File: src/rtl/cond_branch_if.sv
// cond_branch_if: ID/EX/flag-register view seen by the conditional branch unit.
// The pipeline side (master) drives branch and flag information and receives
// the stall, taken and flush indications back from the branch unit (slave).
interface cond_branch_if;
  logic       id_valid;
  logic       id_bcond;
  logic       id_cbz;
  logic [3:0] id_cond;
  logic       id_reg_zero;
  logic       ex_setflags;
  logic       ex_negative;
  logic       ex_zero;
  logic       ex_overflow;
  logic       ex_carry_out;
  logic       negative_flag;
  logic       zero_flag;
  logic       overflow_flag;
  logic       carry_out_flag;
  logic       id_stall;
  logic       br_taken;
  logic       flush;

  modport master (
    output id_valid, id_bcond, id_cbz, id_cond, id_reg_zero,
    output ex_setflags, ex_negative, ex_zero, ex_overflow, ex_carry_out,
    output negative_flag, zero_flag, overflow_flag, carry_out_flag,
    input  id_stall, br_taken, flush
  );

  modport slave (
    input  id_valid, id_bcond, id_cbz, id_cond, id_reg_zero,
    input  ex_setflags, ex_negative, ex_zero, ex_overflow, ex_carry_out,
    input  negative_flag, zero_flag, overflow_flag, carry_out_flag,
    output id_stall, br_taken, flush
  );
endinterface

File: src/rtl/cond_branch_unit.sv
// cond_branch_unit: resolves B.cond / CBZ branches in ID, emitting a registered
// taken pulse and a FLUSH_SLOTS-cycle flush.
// Optional macro FLAG_FWD_EN: when defined, B.cond uses the flags being
// produced in EX instead of stalling for them (the WAIT state disappears).
module cond_branch_unit #(
  parameter int FLUSH_SLOTS = 2
) (
  input logic        clk,
  input logic        reset,
  cond_branch_if.slave bus
);

`ifdef FLAG_FWD_EN
  typedef enum logic [1:0] {
    IDLE  = 2'd0,
    FLUSH = 2'd1
  } state_t;
`else
  typedef enum logic [1:0] {
    IDLE  = 2'd0,
    FLUSH = 2'd1,
    WAIT  = 2'd2
  } state_t;
`endif

  localparam logic [2:0] LAST_SLOT = 3'(FLUSH_SLOTS - 1);

  state_t     state, state_n;
  logic [2:0] counter, counter_n;
  logic       taken_q, taken_n;
  logic       flush_q, flush_n;
  logic       stall;
  logic       req;
  logic       go;
  logic       hit;
  logic       hit_committed;

  // ARMv8 condition evaluation for a given NZVC set.
  function automatic logic cond_eval(input logic [3:0] cond, input logic n,
                                     input logic z, input logic v, input logic c);
    logic r;
    case (cond)
      4'h0:    r = z;
      4'h1:    r = !z;
      4'h2:    r = c;
      4'h3:    r = !c;
      4'h4:    r = n;
      4'h5:    r = !n;
      4'h6:    r = v;
      4'h7:    r = !v;
      4'h8:    r = c & !z;
      4'h9:    r = !(c & !z);
      4'hA:    r = (n == v);
      4'hB:    r = (n != v);
      4'hC:    r = !z & (n == v);
      4'hD:    r = !(!z & (n == v));
      default: r = 1'b1;
    endcase
    return r;
  endfunction

  assign req = bus.id_valid & (bus.id_bcond | bus.id_cbz);
  assign hit_committed = cond_eval(bus.id_cond, bus.negative_flag, bus.zero_flag,
                                   bus.overflow_flag, bus.carry_out_flag);

`ifdef FLAG_FWD_EN
  logic hit_ex;
  assign hit_ex = cond_eval(bus.id_cond, bus.ex_negative, bus.ex_zero,
                            bus.ex_overflow, bus.ex_carry_out);
`else
  // EX flag values only matter when forwarding; here only ex_setflags is used.
  logic unused_ex_flags;
  assign unused_ex_flags = ^{bus.ex_negative, bus.ex_zero, bus.ex_overflow, bus.ex_carry_out};
`endif

  // Next-state, stall decision and next registered outputs.
  always_comb begin
    state_n   = state;
    counter_n = counter;
    taken_n   = 1'b0;
    flush_n   = 1'b0;
    stall     = 1'b0;
    go        = 1'b0;
    hit       = 1'b0;
    case (state)
      IDLE: begin
        if (req) begin
          if (bus.id_bcond) begin
`ifdef FLAG_FWD_EN
            go  = 1'b1;
            hit = bus.ex_setflags ? hit_ex : hit_committed;
`else
            if (bus.ex_setflags) begin
              stall   = 1'b1;
              state_n = WAIT;
            end else begin
              go  = 1'b1;
              hit = hit_committed;
            end
`endif
          end else begin
            go  = 1'b1;
            hit = bus.id_reg_zero;
          end
        end
      end
`ifndef FLAG_FWD_EN
      WAIT: begin
        go  = 1'b1;
        hit = hit_committed;
      end
`endif
      FLUSH: begin
        if (counter == 3'd0) begin
          state_n = IDLE;
        end else begin
          counter_n = counter - 3'd1;
          flush_n   = 1'b1;
        end
      end
      default: state_n = IDLE;
    endcase
    if (go) begin
      state_n = IDLE;
      if (hit) begin
        taken_n   = 1'b1;
        flush_n   = 1'b1;
        counter_n = LAST_SLOT;
        state_n   = (FLUSH_SLOTS == 1) ? IDLE : FLUSH;
      end
    end
  end

  // State, slot counter and registered outputs, synchronously reset.
  always_ff @(posedge clk) begin
    if (reset) begin
      state   <= IDLE;
      counter <= 3'd0;
      taken_q <= 1'b0;
      flush_q <= 1'b0;
    end else begin
      state   <= state_n;
      counter <= counter_n;
      taken_q <= taken_n;
      flush_q <= flush_n;
    end
  end

  assign bus.id_stall = stall & ~reset;
  assign bus.br_taken = taken_q;
  assign bus.flush    = flush_q;

endmodule

File: src/flat_wrapper.sv
// flat-port wrapper written by rule: the top's interface ports become plain ports
module cond_branch_unit_flat 
#(
  parameter int FLUSH_SLOTS = 2
)
  (clk, reset, bus_id_valid, bus_id_bcond, bus_id_cbz, bus_id_cond, bus_id_reg_zero, bus_ex_setflags, bus_ex_negative, bus_ex_zero, bus_ex_overflow, bus_ex_carry_out, bus_negative_flag, bus_zero_flag, bus_overflow_flag, bus_carry_out_flag, bus_id_stall, bus_br_taken, bus_flush);
  cond_branch_if bus_i ();
  input logic clk;
  input logic reset;
  input wire logic [$bits(bus_i.id_valid)-1:0] bus_id_valid;
  input wire logic [$bits(bus_i.id_bcond)-1:0] bus_id_bcond;
  input wire logic [$bits(bus_i.id_cbz)-1:0] bus_id_cbz;
  input wire logic [$bits(bus_i.id_cond)-1:0] bus_id_cond;
  input wire logic [$bits(bus_i.id_reg_zero)-1:0] bus_id_reg_zero;
  input wire logic [$bits(bus_i.ex_setflags)-1:0] bus_ex_setflags;
  input wire logic [$bits(bus_i.ex_negative)-1:0] bus_ex_negative;
  input wire logic [$bits(bus_i.ex_zero)-1:0] bus_ex_zero;
  input wire logic [$bits(bus_i.ex_overflow)-1:0] bus_ex_overflow;
  input wire logic [$bits(bus_i.ex_carry_out)-1:0] bus_ex_carry_out;
  input wire logic [$bits(bus_i.negative_flag)-1:0] bus_negative_flag;
  input wire logic [$bits(bus_i.zero_flag)-1:0] bus_zero_flag;
  input wire logic [$bits(bus_i.overflow_flag)-1:0] bus_overflow_flag;
  input wire logic [$bits(bus_i.carry_out_flag)-1:0] bus_carry_out_flag;
  output wire logic [$bits(bus_i.id_stall)-1:0] bus_id_stall;
  output wire logic [$bits(bus_i.br_taken)-1:0] bus_br_taken;
  output wire logic [$bits(bus_i.flush)-1:0] bus_flush;
  assign bus_i.id_valid = bus_id_valid;
  assign bus_i.id_bcond = bus_id_bcond;
  assign bus_i.id_cbz = bus_id_cbz;
  assign bus_i.id_cond = bus_id_cond;
  assign bus_i.id_reg_zero = bus_id_reg_zero;
  assign bus_i.ex_setflags = bus_ex_setflags;
  assign bus_i.ex_negative = bus_ex_negative;
  assign bus_i.ex_zero = bus_ex_zero;
  assign bus_i.ex_overflow = bus_ex_overflow;
  assign bus_i.ex_carry_out = bus_ex_carry_out;
  assign bus_i.negative_flag = bus_negative_flag;
  assign bus_i.zero_flag = bus_zero_flag;
  assign bus_i.overflow_flag = bus_overflow_flag;
  assign bus_i.carry_out_flag = bus_carry_out_flag;
  assign bus_id_stall = bus_i.id_stall;
  assign bus_br_taken = bus_i.br_taken;
  assign bus_flush = bus_i.flush;
  cond_branch_unit #(.FLUSH_SLOTS(FLUSH_SLOTS)) u_core (.clk(clk), .reset(reset), .bus(bus_i));
endmodule
File: config.mk
export PLATFORM = sky130hd
export DESIGN_NAME = cond_branch_unit_flat
export DESIGN_NICKNAME = d
export VERILOG_FILES = /design/src/rtl/cond_branch_if.sv /design/src/rtl/cond_branch_unit.sv /design/src/flat_wrapper.sv
export SDC_FILE = /design/constraint.sdc
export NUM_CORES = 1
export LEC_CHECK = 0
export CAP_MARGIN = 30
export CORE_AREA = 2 2 39 41
export CTS_BUF_LIST = sky130_fd_sc_hd__clkbuf_8
export DETAILED_ROUTE_END_ITERATION = 8
export DIE_AREA = 0 0 41 43
export DONT_BUFFER_PORTS = 1
export PLACE_DENSITY = 0.59
export RECOVER_POWER = 50
export SLEW_MARGIN = 20
export SYNTH_ARGS = -nofsm -noshare
export SYNTH_HDL_FRONTEND = slang
export SYNTH_SLANG_ARGS = --single-unit
export TNS_END_PERCENT = 20
File: constraint.sdc
create_clock -name clk -period 4.5 [get_ports clk]
set_input_delay 0.9 -clock clk [delete_from_list [all_inputs] [get_ports clk]]
set_output_delay 0.9 -clock clk [all_outputs]
set_load 0.05 [all_outputs]
==> results.tsv <==
metric	value	unit
commonest cells after routing, fill and taps aside	dfxtp_1, nand2_1, inv_1	
Leakage	0.205	nW
CTS tree	yes	
Syn-to-layout area delta	8.07	%
Initial Utilization	0.403	
routability cong.	0.622	
peak supply drop	0.131	mV
die area	1760	um^2
Ant. Diodes	0	
worst slew pin tran	639	ps
slew margin rel.	0.573	
All-Layer GR Usage	0.153	
Psw	42.6	uW
drt drc	0	
clock latency on the worst-skew pair	220	ps
clock skew	4.87	ps
total power	180	uW
most common cell after layout, fill and taps aside	dfxtp_1	
RR Endpoint	u_core.counter[1]$_SDFF_PP0_	
Vias	481	
XOR/XNOR Fraction of Synth Area	0.0628	
clock slew at reported path FFs	40	ps
Synth Area in Simple Gates	0.336	
hold path cells	2	
vias in the first global route	462	
HP Start	u_core.counter[2]$_SDFF_PP0_	
Synth Register Bits	7	
crit path capture type	output port	
placed insts	79	
Post-Syn Area per Cell	8.59	um^2
status	finished clean	
CTS Hold Bufs	0	
via/cell ratio	5.80	
worst-case clock buffer depth	2	
Unique masters post-synth	33	
Worst Hold End	u_core.counter[2]$_SDFF_PP0_	
CP top delay family	simple AND/OR/NAND/NOR gates	
GR Util met1	0.162	
Post-synth ARST share	0	
global routing's busiest layer	met2	
global-route track usage on met2	0.250	
I/O pin count	22	
first-pass GRT wire length	1.86	mm
initial antenna violation count	0	
Die W	41	um
critical-path maximum fanout	3	
Finished Layout Cells	83	
DIE HEIGHT	43	um
critical path class	input pin to output port	
Syn. warnings	0	
post-route setup TNS	0	ps
CP Launch Type	input pin	
mux cell area share after synthesis	0.0179	
fin util	0.436	
reg2reg path depth	6	
Sequential Power Share	0.392	
share of cells above drive strength 1	0.0896	
Power Dens Cells	299	nW/um^2
met3 Usage GRT	0.0681	
internal power	138	uW
Worst Path Arrival	1360	ps
combinational family with the most area after synthesis	simple AND/OR/NAND/NOR gates	
port buffer count	0	
combinational power share	0.144	
reg2reg start	u_core.counter[0]$_SDFF_PP0_	
CTS resizes	0	
max cap viols	0	
Crit path largest cell delay	220	ps
Main synth FF type	dfxtp_1	
Peak Freq	443	MHz
CP startpoint	bus_id_valid	
largest net degree at the start of global routing	11	
Data required, critical path	3600	ps
routed wire length	1.08	mm
critical path depth	3	
sequential area share after synthesis	0.251	
DR iter-0 viols	6	
Hold WC Path Type	flip-flop to flip-flop	
Synth Instances	65	
clock network fraction of total power	0.464	
Worst path slowest cell	buf_4	
fin nets	89	
post-synthesis adder-cell area fraction	0.0448	
cts bufs inserted	3	
H-tree depth	1	
DR pass1 iterations	2	
final worst-path cycle share	0.502	
area of the mapped netlist	558	um^2
Final Max Tran Viols	0	
synthesized net count	86	
grt ovf	0	
switching part of the total	0.236	
post-DR wirelength/cell	13.0	um
Rows	14	
# Post-CTS Setup Buffers	0	
final hold vios	0	
Critical Path, Cell by Cell	nand2_1, nor3_1, buf_4	
min cycle time layout	2260	ps
RSZ-0062 raised after global routing	false	
CTS Sinks	7	
dpl hpwl	843	um
Worst R2R Setup Slack	2780	ps
Filler cells	156	
WP buf/inv	1	
final setup fails	0	
clk root buf	clkbuf_8	
Synth Area in Compound Gates	0.217	
DRT antenna net count	0	
Post-synth EDFFs	0	
core area	1380	um^2
[final cells by class]
type	instances	area, um^2	area share
clock buffers	3	41.3	0.0685
inverters	4	15.0	0.0249
flip-flops and latches	7	140	0.232
multi-input cells	51	375	0.622
well taps	16	20.0	0.0332
repair buffers	1	7.51	0.0124
clock inverters	1	3.75	0.00622
[worst min-delay path, cell delays in order (launching register included)]
cell and delay, ps:
dfxtp_1 320, a21oi_1 130, nor4_1 60
[cells in the mapped netlist (2+ instances only)]
| library cell | number | share of area |
|---|---|---|
| dfxtp_1 | 7 | 0.25 |
| nand2_1 | 6 | 0.040 |
| inv_1 | 4 | 0.027 |
| nor3_1 | 4 | 0.036 |
| a31oi_1 | 3 | 0.034 |
| nand3b_1 | 3 | 0.040 |
| nor2b_1 | 3 | 0.034 |
| nor3b_1 | 3 | 0.040 |
| ha_1 | 2 | 0.045 |
| nor4_1 | 2 | 0.022 |
| o21ai_0 | 2 | 0.018 |
| o31a_1 | 2 | 0.031 |
| or3_1 | 2 | 0.022 |
| xnor2_1 | 2 | 0.031 |
| xor2_1 | 2 | 0.031 |
[worst max path at each step]
stage                                   endpoint  slack, ps
floorplan                           bus_id_stall       1550
global placement                    bus_id_stall       2250
detailed placement  u_core.counter[2]$_SDFF_PP0_       2240
CTS                                 bus_id_stall       2240
global route                        bus_id_stall       2230
finish                              bus_id_stall       2240
[power by group through the flow]
stage | Clock, mW | Combinational (mW) | Sequential (mW)
floorplan | 0 | 0.0272 | 0.0712
global placement | 0 | 0.0259 | 0.0717
detailed placement | 0 | 0.0264 | 0.0718
CTS | 0.0848 | 0.0268 | 0.0707
global route | 0.0905 | 0.0290 | 0.0710
finish | 0.0837 | 0.0259 | 0.0708
[metrics by stage]
step           cell area [um^2]  hold WS [ps]  worst slack, ps
2_1_floorplan               558           506             1550
3_3_place_gp                562           542             2250
3_5_place_dp                562           543             2240
4_1_cts                     607           562             2240
5_1_grt                     603           592             2230
6_report                    603           562             2240
[per-layer routing]
| metal | routed length [um] | vias to the layer above |
|---|---|---|
| met4 | 14 | 0 |
| met5 | 0 | - |
| met1 | 450 | 220 |
| li1 | - | 249 |
| met3 | 52 | 2 |
| met2 | 565 | 10 |
[registers in the layout, summed over array words and instances, names as in the netlist]
| register | flops |
|---|---|
| u_core.bus.flush | 1 |
| u_core.counter | 3 |
| u_core.bus.br_taken | 1 |
| u_core.state | 2 |
[cells by family after synthesis]
logic type / Yosys count
AOI/OAI and AO/OA: 14
muxes: 1
and+or+nand+nor: 30
DFF: 7
adders and majority gates: 2
xor gates and xnor gates: 4
buffers and inverters: 7
Note: power is estimated with default switching activity, not from simulation.
